--- src/rtl/dual_issue_scoreboard_pkg.sv ---
// Shared types and hazard helpers for the dual-issue stall/split scoreboard.
package dual_issue_pkg;

  localparam int NREG = 32;
  localparam int RW   = $clog2(NREG);

  typedef enum logic {
    PAIR   = 1'b0,
    SECOND = 1'b1
  } sb_state_t;

  // One in-flight destination: valid, register index, writes RF, is a load.
  typedef struct packed {
    logic          v;
    logic [RW-1:0] regnum;
    logic          rw;
    logic          ld;
  } sb_entry_t;

  // Register 0 is hardwired, so it never creates a dependence.
  function automatic logic src_hits(input logic [RW-1:0] src, input sb_entry_t e);
    return (src != '0) && e.v && e.rw && (e.regnum == src);
  endfunction

  // Hazards of one decode slot against the shadow Execute/Memory entries
  // that forwarding cannot cover.
  function automatic logic ext_hazard(
    input logic [RW-1:0] rs,
    input logic [RW-1:0] rt,
    input logic          br,
    input sb_entry_t     e1,
    input sb_entry_t     e2,
    input sb_entry_t     m1,
    input sb_entry_t     m2
  );
    logic hit_e1, hit_e2, hit_m1, hit_m2;
    logic load_use, branch_alu, branch_load;
    hit_e1      = src_hits(rs, e1) || src_hits(rt, e1);
    hit_e2      = src_hits(rs, e2) || src_hits(rt, e2);
    hit_m1      = src_hits(rs, m1) || src_hits(rt, m1);
    hit_m2      = src_hits(rs, m2) || src_hits(rt, m2);
    load_use    = (hit_e1 && e1.ld) || (hit_e2 && e2.ld);
    branch_alu  = br && (hit_e1 || hit_e2);
    branch_load = br && ((hit_m1 && m1.ld) || (hit_m2 && m2.ld));
    return load_use || branch_alu || branch_load;
  endfunction

endpackage

--- src/rtl/dual_issue_scoreboard_if.sv ---
// Decode-slot inputs and stall/bubble outputs of the scoreboard.
// Handshake: no valid/ready pair here; validD1/validD2 qualify each slot and
// the outputs are a same-cycle combinational verdict on the presented bundle.
interface dual_issue_scoreboard_if;
  import dual_issue_pkg::*;

  logic          validD1, validD2;
  logic [RW-1:0] rsD1, rtD1, rsD2, rtD2;
  logic [RW-1:0] writeregD1, writeregD2;
  logic          regwriteD1, regwriteD2;
  logic          memtoregD1, memtoregD2;
  logic          branchD1, branchD2;
  logic          flushD;
  logic          stallF, stallD;
  logic          bubbleE1, bubbleE2;
  logic          splitD;
  sb_state_t     state_dbg;

  modport master (
    output validD1, validD2, rsD1, rtD1, rsD2, rtD2, writeregD1, writeregD2,
           regwriteD1, regwriteD2, memtoregD1, memtoregD2, branchD1, branchD2,
           flushD,
    input  stallF, stallD, bubbleE1, bubbleE2, splitD, state_dbg
  );

  modport slave (
    input  validD1, validD2, rsD1, rtD1, rsD2, rtD2, writeregD1, writeregD2,
           regwriteD1, regwriteD2, memtoregD1, memtoregD2, branchD1, branchD2,
           flushD,
    output stallF, stallD, bubbleE1, bubbleE2, splitD, state_dbg
  );

endinterface

--- src/rtl/dual_issue_scoreboard_lane.sv ---
// Per-lane shadow of the destination in flight in Execute and Memory.
module sb_lane
  import dual_issue_pkg::*;
(
  input  logic      clk,
  input  logic      reset,
  input  sb_entry_t d_i,
  output sb_entry_t e_o,
  output sb_entry_t m_o
);

  sb_entry_t e_q, m_q;

  // E/M never stall: every cycle M takes E and E takes the issued slot.
  always_ff @(posedge clk or posedge reset) begin
    if (reset) begin
      e_q <= '0;
      m_q <= '0;
    end else begin
      m_q <= e_q;
      e_q <= d_i;
    end
  end

  assign e_o = e_q;
  assign m_o = m_q;

endmodule

--- src/rtl/dual_issue_scoreboard.sv ---
// Pair/split/stall decision for the dual-issue decode bundle.
module dual_issue_scoreboard
  import dual_issue_pkg::*;
(
  input  logic                    clk,
  input  logic                    reset,
  dual_issue_scoreboard_if.slave  sb
);

  sb_state_t state_q, state_d;
  sb_entry_t e1, m1, e2, m2;
  sb_entry_t d1, d2;
  logic      haz1, haz2_ext, haz2_intra;
  logic      stall_w, bubble1_w, bubble2_w;

  // A slot enters the shadow only when it really moves into Execute.
  always_comb begin
    d1        = '0;
    d2        = '0;
    d1.v      = sb.validD1 && !bubble1_w && !sb.flushD;
    d1.regnum = sb.writeregD1;
    d1.rw     = sb.regwriteD1;
    d1.ld     = sb.memtoregD1;
    d2.v      = sb.validD2 && !bubble2_w && !sb.flushD;
    d2.regnum = sb.writeregD2;
    d2.rw     = sb.regwriteD2;
    d2.ld     = sb.memtoregD2;
  end

  sb_lane u_lane1 (.clk(clk), .reset(reset), .d_i(d1), .e_o(e1), .m_o(m1));
  sb_lane u_lane2 (.clk(clk), .reset(reset), .d_i(d2), .e_o(e2), .m_o(m2));

  // Hazard terms; an invalid slot never has a hazard.
  always_comb begin
    haz1 = sb.validD1 &&
           ext_hazard(sb.rsD1, sb.rtD1, sb.branchD1, e1, e2, m1, m2);
    haz2_ext = sb.validD2 &&
               ext_hazard(sb.rsD2, sb.rtD2, sb.branchD2, e1, e2, m1, m2);
    haz2_intra = 1'b0;
    if (sb.validD1 && sb.validD2 && sb.regwriteD1 && (sb.writeregD1 != '0)) begin
      haz2_intra = (sb.rsD2 == sb.writeregD1) || (sb.rtD2 == sb.writeregD1) ||
                   (sb.regwriteD2 && (sb.writeregD2 == sb.writeregD1));
    end
  end

  // FSM state register.
  always_ff @(posedge clk or posedge reset) begin
    if (reset) state_q <= PAIR;
    else       state_q <= state_d;
  end

  // Next state and stall/bubble outputs; a flush overrides everything.
  always_comb begin
    state_d   = state_q;
    stall_w   = 1'b0;
    bubble1_w = 1'b0;
    bubble2_w = 1'b0;
    if (sb.flushD) begin
      state_d   = PAIR;
      bubble1_w = 1'b1;
      bubble2_w = 1'b1;
    end else if (state_q == PAIR) begin
      if (haz1) begin
        stall_w   = 1'b1;
        bubble1_w = 1'b1;
        bubble2_w = 1'b1;
      end else if (haz2_ext || haz2_intra) begin
        stall_w   = 1'b1;
        bubble2_w = 1'b1;
        state_d   = SECOND;
      end
    end else begin
      // Slot 1 already left; its destination now sits in shadow E lane 1.
      bubble1_w = 1'b1;
      if (haz2_ext) begin
        stall_w   = 1'b1;
        bubble2_w = 1'b1;
      end else begin
        state_d = PAIR;
      end
    end
  end

  assign sb.stallF    = stall_w;
  assign sb.stallD    = stall_w;
  assign sb.bubbleE1  = bubble1_w;
  assign sb.bubbleE2  = bubble2_w;
  assign sb.splitD    = (state_q == SECOND);
  assign sb.state_dbg = state_q;

endmodule

--- src/flat_wrapper.sv ---
// flat-port wrapper written by rule: the top's interface ports become plain ports
module dual_issue_scoreboard_flat import dual_issue_pkg::*;
  (clk, reset, sb_validD1, sb_validD2, sb_rsD1, sb_rtD1, sb_rsD2, sb_rtD2, sb_writeregD1, sb_writeregD2, sb_regwriteD1, sb_regwriteD2, sb_memtoregD1, sb_memtoregD2, sb_branchD1, sb_branchD2, sb_flushD, sb_stallF, sb_stallD, sb_bubbleE1, sb_bubbleE2, sb_splitD, sb_state_dbg);
  dual_issue_scoreboard_if sb_i ();
  input  logic clk;
  input  logic reset;
  input wire logic [$bits(sb_i.validD1)-1:0] sb_validD1;
  input wire logic [$bits(sb_i.validD2)-1:0] sb_validD2;
  input wire logic [$bits(sb_i.rsD1)-1:0] sb_rsD1;
  input wire logic [$bits(sb_i.rtD1)-1:0] sb_rtD1;
  input wire logic [$bits(sb_i.rsD2)-1:0] sb_rsD2;
  input wire logic [$bits(sb_i.rtD2)-1:0] sb_rtD2;
  input wire logic [$bits(sb_i.writeregD1)-1:0] sb_writeregD1;
  input wire logic [$bits(sb_i.writeregD2)-1:0] sb_writeregD2;
  input wire logic [$bits(sb_i.regwriteD1)-1:0] sb_regwriteD1;
  input wire logic [$bits(sb_i.regwriteD2)-1:0] sb_regwriteD2;
  input wire logic [$bits(sb_i.memtoregD1)-1:0] sb_memtoregD1;
  input wire logic [$bits(sb_i.memtoregD2)-1:0] sb_memtoregD2;
  input wire logic [$bits(sb_i.branchD1)-1:0] sb_branchD1;
  input wire logic [$bits(sb_i.branchD2)-1:0] sb_branchD2;
  input wire logic [$bits(sb_i.flushD)-1:0] sb_flushD;
  output wire logic [$bits(sb_i.stallF)-1:0] sb_stallF;
  output wire logic [$bits(sb_i.stallD)-1:0] sb_stallD;
  output wire logic [$bits(sb_i.bubbleE1)-1:0] sb_bubbleE1;
  output wire logic [$bits(sb_i.bubbleE2)-1:0] sb_bubbleE2;
  output wire logic [$bits(sb_i.splitD)-1:0] sb_splitD;
  output wire logic [$bits(sb_i.state_dbg)-1:0] sb_state_dbg;
  assign sb_i.validD1 = sb_validD1;
  assign sb_i.validD2 = sb_validD2;
  assign sb_i.rsD1 = sb_rsD1;
  assign sb_i.rtD1 = sb_rtD1;
  assign sb_i.rsD2 = sb_rsD2;
  assign sb_i.rtD2 = sb_rtD2;
  assign sb_i.writeregD1 = sb_writeregD1;
  assign sb_i.writeregD2 = sb_writeregD2;
  assign sb_i.regwriteD1 = sb_regwriteD1;
  assign sb_i.regwriteD2 = sb_regwriteD2;
  assign sb_i.memtoregD1 = sb_memtoregD1;
  assign sb_i.memtoregD2 = sb_memtoregD2;
  assign sb_i.branchD1 = sb_branchD1;
  assign sb_i.branchD2 = sb_branchD2;
  assign sb_i.flushD = sb_flushD;
  assign sb_stallF = sb_i.stallF;
  assign sb_stallD = sb_i.stallD;
  assign sb_bubbleE1 = sb_i.bubbleE1;
  assign sb_bubbleE2 = sb_i.bubbleE2;
  assign sb_splitD = sb_i.splitD;
  assign sb_state_dbg = sb_i.state_dbg;
  dual_issue_scoreboard u_core (.clk(clk), .reset(reset), .sb(sb_i));
endmodule
--- config.mk ---
export PLATFORM = sky130hd
export DESIGN_NAME = dual_issue_scoreboard_flat
export DESIGN_NICKNAME = d
export VERILOG_FILES = /design/src/rtl/dual_issue_scoreboard_pkg.sv /design/src/rtl/dual_issue_scoreboard_if.sv /design/src/rtl/dual_issue_scoreboard_lane.sv /design/src/rtl/dual_issue_scoreboard.sv /design/src/flat_wrapper.sv
export SDC_FILE = /design/constraint.sdc
export NUM_CORES = 1
export LEC_CHECK = 0
export BUFFER_PORTS_ARGS = -buffer_cell sky130_fd_sc_hd__clkbuf_2
export CAP_MARGIN = 15
export CORE_ASPECT_RATIO = 1.1
export CORE_MARGIN = 1
export CORE_UTILIZATION = 57
export CTS_BUF_LIST = sky130_fd_sc_hd__clkbuf_8
export CTS_CLUSTER_SIZE = 30
export DETAILED_ROUTE_END_ITERATION = 7
export GPL_TIMING_DRIVEN = 0
export PLACE_DENSITY = 0.9
export SYNTH_ARGS = -nofsm -noshare
export SYNTH_HDL_FRONTEND = slang
export SYNTH_SLANG_ARGS = --single-unit
--- constraint.sdc ---
create_clock -name clk -period 2.6 [get_ports clk]
set_input_delay 0.26 -clock clk [delete_from_list [all_inputs] [get_ports clk]]
set_output_delay 0.26 -clock clk [all_outputs]
set_load 0.1 [all_outputs]
Yosys cells after proc, flatten, opt, wreduce, memory -nomap -nowiden. Index checks and enable logic that the tools add are counted. W data, S select, Z words.

Input port bits: 41. Flip-flop bits (word level): 33. Output and inout bits: 6.

Equality and inequality tests: 19. Multiplexer cells: 13. Reductions and logical operators: 99.

Operator list (count): $eq A5 B5 Y1 (19); $logic_and A1 B1 Y1 (70); $reduce_bool A5 Y1 (5); $logic_or A1 B1 Y1 (21); $mux W1 (13); $logic_not A1 Y1 (3).

Logic depth before layout (Yosys ltp). Gate-level depths: netlist (run 1).

Word-level depth: 18. Mapped depth: 8.

Modules after synthesis. Synthesis (run 1) repeated with hierarchy kept, for this count alone.

Cells, all modules: 243. Area total of the unflattened synthesis: 2353.5 µm².

Modules (own cells, without submodules): dual_issue_scoreboard (area each 1545.2 µm², times used 1, cells an instance 209, seq. area each 25.0 µm²); sb_lane (area each 404.1 µm², times used 2, cells an instance 17, seq. area each 400.4 µm²).

Least setup slack after synthesis (run 1). Ideal clock, no wire load.

Kind: in2out. Start point: input sb_rsD2[1]. End point: output sb_stallF. Arrival: 3.262 ns. Setup slack: -0.922 ns. Stages: 8. Buffers on the path: 2. Cell sequence: clkbuf_1 > xnor2_1 > nand3_1 > o22ai_1 > a32o_1 > nor2_1 > o211ai_1 > buf_4.

Longest elaborated chain between the ends: 15. Elaborated cells between the ends (all ways): 43. Classes of those cells: 5 x eq/ne; 6 x mux; 32 x reduce/logical.

RTL lines: from (decl) (line flat_wrapper.sv:11) `input wire logic [$bits(sb_i.rsD2)-1:0] sb_rsD2;`; $reduce_bool A5 Y1 (line dual_issue_scoreboard_pkg.sv:22) `return (src != '0) && e.v && e.rw && (e.regnum == src);`; $logic_and A1 B1 Y1 (3 in series) (line dual_issue_scoreboard_pkg.sv:22); $logic_or A1 B1 Y1, on equally long branches; $logic_and A1 B1 Y1 (tied with other cells) (line dual_issue_scoreboard_pkg.sv:42) `load_use = (hit_e1 && e1.ld) || (hit_e2 && e2.ld);`; $logic_or A1 B1 Y1 (tied with other cells) (line dual_issue_scoreboard_pkg.sv:42); $logic_or A1 B1 Y1 / $logic_and A1 B1 Y1 (equally long branches) (line dual_issue_scoreboard_pkg.sv:45, dual_issue_scoreboard_pkg.sv:44); $logic_or A1 B1 Y1 (line dual_issue_scoreboard_pkg.sv:45) `return load_use || branch_alu || branch_load;`; $logic_and A1 B1 Y1 (line dual_issue_scoreboard.sv:37) `haz2_ext = sb.validD2 &&`; $logic_or A1 B1 Y1 (line dual_issue_scoreboard.sv:67) `end else if (haz2_ext || haz2_intra) begin`; $mux W1 (line dual_issue_scoreboard.sv:67); $mux W1 (line dual_issue_scoreboard.sv:63) `if (haz1) begin`; $mux W1 * (line dual_issue_scoreboard.sv:62) `end else if (state_q == PAIR) begin`; $mux W1 * (line dual_issue_scoreboard.sv:58) `if (sb.flushD) begin`; to (decl) (line flat_wrapper.sv:22) `output wire logic [$bits(sb_i.stallF)-1:0] sb_stallF;`.

Every way passes the cells marked *; elsewhere a longest branch is shown, timed or not.

Worst setup path in the final report (run 1).
Start point: input sb_rsD2[0]. End point: output sb_bubbleE2.

Longest elaborated chain between the ends: 15. Elaborated cells between the ends (all ways): 43. Classes of those cells: 5 x eq/ne; 6 x mux; 32 x reduce/logical.

RTL lines: $reduce_bool A5 Y1 (line dual_issue_scoreboard_pkg.sv:22); $logic_and A1 B1 Y1 (3 in series) (line dual_issue_scoreboard_pkg.sv:22); $logic_or A1 B1 Y1, on equally long branches; $logic_and A1 B1 Y1 (tied with other cells) (line dual_issue_scoreboard_pkg.sv:42); $logic_or A1 B1 Y1 (tied with other cells) (line dual_issue_scoreboard_pkg.sv:42); $logic_or A1 B1 Y1 / $logic_and A1 B1 Y1 (equally long branches) (line dual_issue_scoreboard_pkg.sv:45, dual_issue_scoreboard_pkg.sv:44); $logic_or A1 B1 Y1 (line dual_issue_scoreboard_pkg.sv:45); $logic_and A1 B1 Y1 (line dual_issue_scoreboard.sv:37); $logic_or A1 B1 Y1 (line dual_issue_scoreboard.sv:67); $mux W1 (line dual_issue_scoreboard.sv:67); $mux W1 (line dual_issue_scoreboard.sv:63); $mux W1 * (line dual_issue_scoreboard.sv:62); $mux W1 * (line dual_issue_scoreboard.sv:58); to (decl) (line flat_wrapper.sv:25) `output wire logic [$bits(sb_i.bubbleE2)-1:0] sb_bubbleE2;`.

Marks and branches as above.

==> out/qor.csv, run 1 <==
stage;metric;value;unit
power;switching_share;31.8;%
power;p_int;913;µW
clock_network;clock_sinks;33;
final_layout;multi_input_area;1510;µm²
die;ios;47;
timing;maxSlewViolCount;0;
die;die_area;4510;µm²
timing;relSlewSlack;49.4;%
drt;drcViolationCount;0;
placed_design;dp.cells;339;
final_layout;register_area;826;µm²
final_layout;layout-drive-gt1-share;33.0;%
final_layout;syn_to_final_growth;24.4;%
grt;grt_pass1_vias;1964;
hold_path;hold_class;input pin to async pin;
die;core;4020;µm²
setup_path;r2r_cells;8;
placed_design;dpl_cell_area;2790;µm²
power;p_sw;425;µW
clock_network;htreeDepth;2;
die;std_cell_rows;24;
final_layout;fin_util;74.7;%
grt;grt_pass1_wl;9740;µm
clock_network;numCtsBuffers;5;
drt;dr.pass1.iters;4;
grt;antenna_found_initial;0;
outcome;status;finished clean;
setup_path;crit_fanout;6;
flow_run;maxCapViolations;0;
drt;wl;6300;µm
drt;ant_nets;0;
timing;setup_viol;0;
timing;max_freq;388;MHz
yosys;synth-edff-count;0;
timing;finClkSkew;7.59;ps
yosys;synth_nets;301;
setup_path;cp-end-kind;primary output;
setup_path;crit_required;2340;ps
timing;hold_viol;0;
yosys;synthArstFlopShare;100;%
drt;first_iter_violations;126;
power;pwr-share-comb;30.2;%
grt;grtUsageTotal;29.7;%
placed_design;port_buffers;26;
yosys;synth_top_area_share;34.2;%
drt;via_per_inst;5.80;
die;initial_core_util;60.1;%
drt;via_count;2024;
yosys;syn_area;2420;µm²
grt;grt_max_degree;19;
clock_network;clockBufferDepth;2;
drt;wl_per_cell;18.1;µm
timing;period_needed;2580;ps
clock_network;clockRootBuffer;clkbuf_8;
yosys;synth-seq-area-share;34.2;%
timing;worstMarginPinSlew;759;ps
clock_network;cts_tree;yes;
yosys;synth_area_leaders;dfrtp_1 (34%), xnor2_1 (31%), clkbuf_1 (4.3%), o211ai_1 (4.3%), nand3_1 (3.9%);
setup_path;cp.arrival;2320;ps
power;cellPowerDensity;445;nW/µm²
die;dieHeight;70.3;µm
yosys;ys_warn_count;0;
timing;rsz0062_at_grt;true;
power;seq_power_share;41.3;%
final_layout;instances_no_fill;349;
clock_network;clk-insertion-delay-late;290;ps
power;peakVddDrop;0.582;mV
setup_path;cp-start-kind;input pin;
yosys;synthFlopType;dfrtp_1;
final_layout;n_fill_cell;295;
clock_network;clkTransAtPathRegs;70;ps
timing;period_share;99.1;%
yosys;synth_cell_types;29;
placed_design;gp_congestion;0.880;
yosys;syn_area_per_cell;9.30;µm²
final_layout;postLayoutCellArea;3010;µm²
yosys;synth_area_leader_cell;dfrtp_1;
placed_design;hpwl;4620;µm
setup_path;critPathKind;input pin to primary output;
grt;grt_overflow;0;
yosys;syn_inst;260;
power;leakage;1.20;nW
die;dieWidth;64.1;µm
yosys;ys_ff_latch;33;
power;clkPwrFrac;28.5;%
timing;holdWs;73.9;ps
final_layout;layout.nets;337;
final_layout;n_antenna_cell;0;
[critical path, cell delays in order]
cell,delay [ps]
buf_2,170
or4_4,590
o211ai_1,280
o22ai_2,150
a22o_1,280
o21ai_2,220
o2111ai_4,160
buf_8,200
[per-stage QoR]
stage | total power [mW] | TNS [ps] | worst slack, ps
CTS | 1.32 | 0 | 29.8
global placement | 0.919 | -283 | -139
floorplan | 0.852 | -1050 | -775
finish | 1.34 | 0 | 23.9
global route | 1.39 | -119 | -45.7
detailed placement | 0.940 | -383 | -175
[power by group through the flow]
| stage | Combinational (mW) | Sequential [mW] | Clock [mW] |
|---|---|---|---|
| 2_1_floorplan | 0.294 | 0.558 | 0 |
| 3_3_place_gp | 0.361 | 0.558 | 0 |
| 3_5_place_dp | 0.379 | 0.561 | 0 |
| 4_1_cts | 0.385 | 0.551 | 0.383 |
| 5_1_grt | 0.431 | 0.556 | 0.406 |
| 6_report | 0.404 | 0.553 | 0.382 |
[Yosys cell counts (all sizes together), types with 2 or more instances]
master   instances
xnor2           85
dfrtp           33
clkbuf          28
nand3           19
o211ai          18
buf             14
nor2            11
xor2            10
o22ai            8
nand2            6
or4              5
a32o             3
and3             3
inv              3
nor3             2
nor4             2
o2111ai          2
o21ai            2
[routing by layer]
| layer | part of all wire, % | track usage (%) | vias up |
|---|---|---|---|
| met3 | 5.3 | 4.08 | 17 |
| met1 | 39 | 36.6 | 982 |
| met2 | 52 | 51.8 | 87 |
| met5 | 0 | 0 | - |
| met4 | 3.0 | 12.1 | 0 |
| li1 | - | - | 938 |
[layout by cell type (no fill, tap or decap), types with 2 or more instances in the layout]
| cell type | instances |
|---|---|
| inv_1 | 3 |
| nor3_1 | 2 |
| xnor2_1 | 76 |
| buf_1 | 2 |
| nor4_1 | 2 |
| nand3_1 | 19 |
| nand2_1 | 6 |
| o22ai_2 | 2 |
| buf_6 | 5 |
| clkbuf_2 | 36 |
| nor2_1 | 10 |
| xnor2_2 | 9 |
| clkbuf_1 | 5 |
| clkbuf_8 | 11 |
| and3_1 | 3 |
| o22ai_1 | 6 |
| xor2_1 | 10 |
| a32o_2 | 2 |
| dfrtp_1 | 33 |
| buf_8 | 2 |
| o21ai_2 | 2 |
| buf_2 | 5 |
| o211ai_2 | 4 |
| or4_4 | 4 |
| clkinv_2 | 2 |
| o211ai_1 | 14 |
| buf_4 | 7 |
[state kept, by name, indices dropped and copies added, names as in the netlist]
register            flops
u_core.u_lane1.e_o      8
u_core.u_lane1.m_o      8
u_core.sb.splitD        1
u_core.u_lane2.e_o      8
u_core.u_lane2.m_o      8
[cell type report]
type	count	area share (%)
Inverter	3	0.375
Timing Repair Buffer	30	6.99
Buffer	41	9.90
Tap cell	52	2.16
Clock buffer	5	2.29
Clock inverter	3	0.583
Sequential cell	33	27.5
Multi-Input combinational cell	182	50.2
[timing repair]
item / in CTS / in global routing
setup buffers: 0 / 3
hold buffers: 0 / 0
pin swaps: 0 / 12
endpoints found under the setup margin: 4 / 4
resized for setup: 8 / 32
[cells by family after synthesis]
family                 count (synthesis)  share of synthesized area [%]
AO/OA/AOI/OAI                         38                           12.8
XOR/XNOR                              95                           34.4
buffers and inverters                 45                           8.23
flip-flops                            33                           34.2
AND/OR/NAND/NOR                       49                           10.4
[final timing paths]
path	slack [ps]	end	start
hold / removal	70	u_core.u_lane2.m_o[1]	reset
min in group clk	90	u_core.u_lane1.e_o[0]	sb_memtoregD1
setup / recovery	20	sb_bubbleE2	sb_rsD2[0]
hold reg to reg	380	u_core.u_lane1.m_o[7]	u_core.u_lane1.e_o[7]
max in group asynchronous	1990	u_core.u_lane1.e_o[2]	reset
setup reg to reg	670	u_core.u_lane2.e_o[7]	u_core.u_lane2.e_o[4]
Power figures use the tool's default switching activity.
==> inputs of run 2 (changes only) <==
PLACE_DENSITY = 0.82   (was 0.9)
==> out/qor.csv, run 2 (synthesized netlist as in run 1, its figures left out) <==
stage;metric;value;unit;change
final_layout;layout.cells.most_common_list;xnor2_1 (80), clkbuf_2 (36), dfrtp_1 (33), nand3_1 (19), o211ai_1 (14);;was xnor2_1 (76), clkbuf_2 (36), dfrtp_1 (33), nand3_1 (19), o211ai_1 (14)
timing;worstMarginPinSlew;700;ps;was 759 ps
clock_network;htreeDepth;2;;unchanged
drt;dr.pass1.iters;4;;unchanged
die;dieHeight;70.3;µm;unchanged
setup_path;crit_fanout;6;;unchanged
drt;wl;5690;µm;was 6300 µm
clock_network;cts_tree;yes;;unchanged
setup_path;critPathKind;input pin to primary output;;unchanged
clock_network;clock_sinks;33;;unchanged
final_layout;layout.nets;336;;was 337
placed_design;hpwl;4530;µm;was 4620 µm
timing;period_needed;2540;ps;was 2580 ps
timing;setup_viol;0;;unchanged
drt;via_count;1934;;was 2,024
timing;period_share;97.6;%;was 99.1%
drt;ant_nets;0;;unchanged
die;die_area;4510;µm²;unchanged
timing;maxSlewViolCount;0;;unchanged
final_layout;n_fill_cell;311;;was 295
setup_path;cp-end-kind;primary output;;unchanged
timing;max_freq;394;MHz;was 388 MHz
power;peakVddDrop;0.517;mV;was 0.582 mV
timing;worst_slack;62.3;ps;was 23.9 ps
die;ios;47;;unchanged
drt;drcViolationCount;0;;unchanged
hold_path;hold_class;input pin to async pin;;unchanged
timing;relSlewSlack;53.3;%;was 49.4%
clock_network;numCtsBuffers;5;;unchanged
power;cellPowerDensity;446;nW/µm²;was 445 nW/µm²
power;leakage;1.18;nW;was 1.20 nW
flow_run;maxCapViolations;0;;unchanged
placed_design;post-place-ws;-173;ps;was -175 ps
grt;grt_pass1_wl;9030;µm;was 9740 µm
grt;grt_pass1_vias;1895;;was 1,964
setup_path;crit_required;2340;ps;about the same
drt;first_iter_violations;98;;was 126
final_layout;instances_no_fill;348;;was 349
placed_design;port_buffers;26;;unchanged
clock_network;clockRootBuffer;clkbuf_8;;unchanged
grt;grtUsageTotal;27.0;%;was 29.7%
drt;wl_per_cell;16.4;µm;was 18.1 µm
clock_network;cts_hold_buf;0;;unchanged
placed_design;gp_congestion;0.889;;was 0.880
placed_design;dp.cells;339;;unchanged
grt;antenna_found_initial;0;;unchanged
drt;via_per_inst;5.56;;was 5.80
final_layout;layout-drive-gt1-share;31.8;%;was 33.0%
clock_network;clkTransAtPathRegs;70;ps;about the same
timing;hold_viol;0;;unchanged
die;initial_core_util;60.1;%;unchanged
clock_network;clockBufferDepth;2;;unchanged
final_layout;mostFrequentLayoutCell;xnor2_1;;unchanged
clock_network;clk-insertion-delay-late;290;ps;about the same
grt;grt_max_degree;19;;unchanged
final_layout;syn_to_final_growth;22.0;%;was 24.4%
die;dieWidth;64.1;µm;unchanged
die;core;4020;µm²;unchanged
final_layout;fin_util;73.3;%;was 74.7%
die;std_cell_rows;24;;unchanged
setup_path;cp.arrival;2280;ps;was 2320 ps
setup_path;cp-start-kind;input pin;;unchanged
grt;grt_overflow;0;;unchanged
timing;finClkSkew;7.13;ps;was 7.59 ps
outcome;status;finished clean;;unchanged
final_layout;n_antenna_cell;0;;unchanged
timing;rsz0062_at_grt;true;;unchanged
run 2: report_power, final:
part / internal (mW) / leakage (nW) / switching (mW)
Clock: 0.185 / 0.0439 / 0.192
Sequential: 0.539 / 0.392 / 0.0142
Combinational: 0.182 / 0.739 / 0.205
Total: 0.905 / 1.18 / 0.411
run 2: final cells by class:
type | count | area [µm²] | share of cell area, %
multi-input combinational | 182 | 1480 | 50.1
clock buffer | 5 | 68.8 | 2.33
sequential | 33 | 826 | 28.0
buffer | 40 | 293 | 9.93
clock inverter | 3 | 17.5 | 0.594
inverter | 3 | 11.3 | 0.382
timing repair buffer | 30 | 190 | 6.45
tap | 52 | 65.1 | 2.21
run 2: stage by stage:
stage	hold slack, ps	TNS, ps	area [µm²]	total power, mW
finish	50.3	0	2950	1.32
global route	75.8	-20.1	2950	1.37
CTS	72.5	0	2890	1.31
detailed placement	360	-358	2780	0.936
global placement	356	-263	2760	0.921
floorplan	291	-1050	2560	0.852
run 2: per-layer routing:
| layer | vias up | wire length, µm | GRT usage (%) |
|---|---|---|---|
| met5 | - | 0 | 0 |
| li1 | 936 | - | - |
| met2 | 68 | 2850 | 44.9 |
| met4 | 0 | 125 | 11.1 |
| met3 | 10 | 250 | 3.27 |
| met1 | 920 | 2470 | 35.5 |
run 2: worst paths after layout:
kind | depth (start not counted) | slack [ps] | endpoint | startpoint
max | 9 | 60 | sb_stallF | sb_rsD2[3]
min | 2 | 50 | u_core.sb.splitD | reset
max reg2reg | 7 | 800 | u_core.sb.splitD | u_core.u_lane2.e_o[3]
min reg2reg | 0 | 380 | u_core.u_lane2.m_o[6] | u_core.u_lane2.e_o[6]
max in group asynchronous | 3 | 2000 | u_core.u_lane1.m_o[7] | reset
min in group clk | 1 | 80 | u_core.u_lane2.e_o[0] | sb_memtoregD2
run 2: worst max-delay path, cell delays in order:
cell	delay (ps)
buf_2	170
or4_4	580
o211ai_1	250
o22ai_1	120
a32o_2	320
nor2_2	130
o211ai_1	120
buf_4	170
buf_12	150
run 2: timing repair:
action                                  4_1_cts  5_1_grt
gates cloned                                  0        0
pin swaps                                     0       14
endpoints found under the hold margin         0        0
endpoints found under the setup margin        4        4
setup buffers                                 0        3
gates resized for setup                       7       27
==> inputs of run 3 (changes only) <==
SYNTH_HIERARCHICAL = 1   (was default)
==> out/qor.csv, run 3 <==
stage;metric;value;unit;change
drt;highest_layer;met4;;unchanged
yosys;synth-seq-area-share;35.1;%;was 34.2%
grt;grt_pass1_vias;2051;;was 1,895
outcome;violations;setup timing;;
clock_network;cts_tree;yes;;unchanged
drt;first_iter_violations;105;;was 98
placed_design;dp.cells;321;;was 339
clock_network;clk-insertion-delay-late;290;ps;about the same
die;die_area;4390;µm²;was 4510 µm²
die;dieWidth;63.3;µm;was 64.1 µm
die;ios;47;;unchanged
placed_design;hpwl;4380;µm;was 4530 µm
clock_network;htreeDepth;2;;unchanged
drt;wl_met2;3540;µm;was 2850 µm
die;initial_core_util;59.4;%;was 60.1%
power;cellPowerDensity;437;nW/µm²;was 446 nW/µm²
clock_network;clockRootBuffer;clkbuf_8;;unchanged
placed_design;post-place-ws;-235;ps;was -173 ps
die;core;3960;µm²;was 4020 µm²
final_layout;syn_to_final_growth;30.6;%;was 22.0%
setup_path;rr_startpoint;u_core/u_lane1/m_o[2];;was u_core.u_lane2.e_o[3]
drt;drcViolationCount;0;;unchanged
grt;grtUsageTotal;31.4;%;was 27.0%
grt;grt_overflow;0;;unchanged
drt;via_per_inst;6.02;;was 5.56
final_layout;layout-drive-gt1-share;37.6;%;was 31.8%
timing;finClkSkew;4.51;ps;was 7.13 ps
drt;wl_per_cell;19.8;µm;was 16.4 µm
timing;period_needed;2810;ps;was 2540 ps
setup_path;cp-end-kind;primary output;;unchanged
clock_network;clock_sinks;33;;unchanged
setup_path;r2r_cells;7;;unchanged
setup_path;endpoint;sb_stallD;;was sb_stallF
clock_network;clockBufferDepth;2;;unchanged
setup_path;ff2ff_setup_slack;530;ps;was 800 ps
timing;holdWs;71.5;ps;was 50.3 ps
drt;wl_met3;352;µm;was 250 µm
outcome;status;complete, but fails checks;;was finished clean
yosys;syn_area;2350;µm²;was 2420 µm²
yosys;synth_area_leader_cell;dfrtp_1;;unchanged
clock_network;clkTransAtPathRegs;70;ps;about the same
flow_run;maxCapViolations;0;;unchanged
placed_design;port_buffers;26;;unchanged
clock_network;numCtsBuffers;5;;unchanged
hold_path;hold_class;input pin to flip-flop;;was input pin to async pin
setup_path;critPathKind;flip-flop to primary output;;was input pin to primary output
setup_path;cp-start-kind;flip-flop;;was input pin
power;leakage;1.21;nW;was 1.18 nW
yosys;synth_top_area_share;35.1;%;was 34.2%
setup_path;crit_required;2340;ps;about the same
final_layout;mostFrequentLayoutCell;xnor2_1;;unchanged
timing;rsz0062_at_grt;true;;unchanged
drt;via_count;2040;;was 1,934
yosys;synth_nets;284;;was 301
yosys;synth_cell_types;33;;was 29
drt;dr.pass1.iters;4;;unchanged
power;p_total;1.34;mW;was 1.32 mW
grt;grt_max_degree;17;;was 19
setup_path;crit_start;u_core/u_lane2/e_o[3];;was sb_rsD2[3]
timing;period_share;108;%;was 97.6%
final_layout;instances_no_fill;339;;was 348
yosys;synth_common_cells;xnor2_1 (73), dfrtp_1 (33), clkbuf_1 (22), xor2_1 (22), o211ai_1 (18);;was xnor2_1 (85), dfrtp_1 (33), clkbuf_1 (28)
yosys;synth-edff-count;0;;unchanged
setup_path;r2r-end;u_core/u_lane1/e_o[7];;was u_core.sb.splitD
power;peakVddDrop;0.403;mV;was 0.517 mV
yosys;synthArstFlopShare;100;%;unchanged
drt;ant_nets;0;;unchanged
timing;relSlewSlack;54.8;%;was 53.3%
timing;maxSlewViolCount;0;;unchanged
setup_path;crit_fanout;4;;was 6
yosys;ys_warn_count;6;;was 0
placed_design;gp_congestion;0.871;;was 0.889
yosys;synth_most_common_cell;xnor2_1;;unchanged
setup_path;cp.arrival;2550;ps;was 2280 ps
grt;grt_pass1_wl;10100;µm;was 9030 µm
yosys;synth_area_leaders;dfrtp_1 (35%), xnor2_1 (27%), xor2_1 (8.2%), o211ai_1 (5.7%), clkbuf_1 (3.5%);;was dfrtp_1 (34%), xnor2_1 (31%), clkbuf_1 (4.3%), o211ai_1 (4.3%), nand3_1 (3.9%)
yosys;syn_area_per_cell;9.69;µm²;was 9.30 µm²
drt;routedLengthMet1;2590;µm;was 2470 µm
timing;worst_slack;-207;ps;was 62.3 ps
timing;max_freq;356;MHz;was 394 MHz
yosys;syn_inst;243;;was 260
yosys;synthFlopType;dfrtp_1;;unchanged
yosys;ys_ff_latch;33;;unchanged
grt;antenna_found_initial;0;;unchanged
timing;hold_viol;0;;unchanged
final_layout;layout.cells.most_common_list;xnor2_1 (65), clkbuf_2 (31), dfrtp_1 (28), xor2_1 (22), o211ai_1 (18);;was xnor2_1 (80), clkbuf_2 (36), dfrtp_1 (33), nand3_1 (19), o211ai_1 (14)
final_layout;layout.nets;327;;was 336
timing;setup_viol;4;;was 0
final_layout;n_antenna_cell;0;;unchanged
timing;worstMarginPinSlew;677;ps;was 700 ps
drt;wl;6710;µm;was 5690 µm
die;std_cell_rows;24;;unchanged
die;dieHeight;69.4;µm;was 70.3 µm
## run 3: worst min-delay path by stage
stage,from,end,slack (ps),cells past startpoint
2_1_floorplan,reset,u_core/sb.splitD,-10,1
3_3_place_gp,reset,u_core/sb.splitD,100,2
3_5_place_dp,reset,u_core/sb.splitD,110,2
4_1_cts,sb_memtoregD1,u_core/u_lane1/e_o[0],70,1
5_1_grt,sb_memtoregD1,u_core/u_lane1/e_o[0],50,1
6_report,sb_memtoregD1,u_core/u_lane1/e_o[0],70,1
## run 3: final cells by class
class,instances,area (µm²)
tap,52,65.1
fill,266,890
multi-input combinational,170,1510
buffer,33,279
clock buffer,5,68.8
clock inverter,3,17.5
timing repair buffer,37,280
inverter,6,22.5
sequential,33,832
## run 3: worst max-delay path, cell delays in order, from the launching register on
cell       delay, ps
dfrtp_1          400
buf_8            150
xnor2_1          180
o211ai_1         150
o22ai_2          180
o2111ai_2        140
a41oi_2          360
nor2b_2          110
o31ai_4          240
buf_4            170
buf_12           160
## run 3: routing by layer
| layer | global-route usage (%) | vias to the layer above |
|---|---|---|
| li1 | - | 909 |
| met1 | 36.7 | 1030 |
| met2 | 55.4 | 84 |
| met3 | 5.26 | 17 |
| met4 | 14.6 | 0 |
| met5 | 0 | - |
## run 3: logic make-up (layout without fill, tap and decap cells)
logic type             count (synthesis)  count (layout)  synth area share [%]
XOR/XNOR                              95              95                  35.4
buffers and inverters                 40              84                  7.71
AND/OR/NAND/NOR                       38              38                  10.1
AO/OA/AOI/OAI                         37              37                  11.8
flip-flops                            33              33                  35.1
## run 3: where the power goes
part	leakage, nW	total (mW)	switching [mW]	internal (mW)
Combinational	0.781	0.394	0.206	0.188
Clock	0.0439	0.380	0.196	0.184
Sequential	0.387	0.570	0.0298	0.540
## run 3: what timing repair did
action	in CTS	in global routing
gates resized for setup	24	60
endpoints found under the setup margin	4	4
endpoints found under the hold margin	1	0
hold buffers	1	0
buffers inserted	2	8
gates cloned	0	0
pin swaps	7	20
## run 3: per-stage QoR
| step | cell area [µm²] | TNS [ps] | utilization (%) |
|---|---|---|---|
| after floorplan | 2420 | -218 | - |
| after global placement | 2620 | -551 | 66.0 |
| after detailed placement | 2620 | -626 | 66.0 |
| after CTS | 2840 | -115 | 71.6 |
| after global routing | 3070 | -991 | 77.6 |
| final | 3070 | -598 | 77.6 |
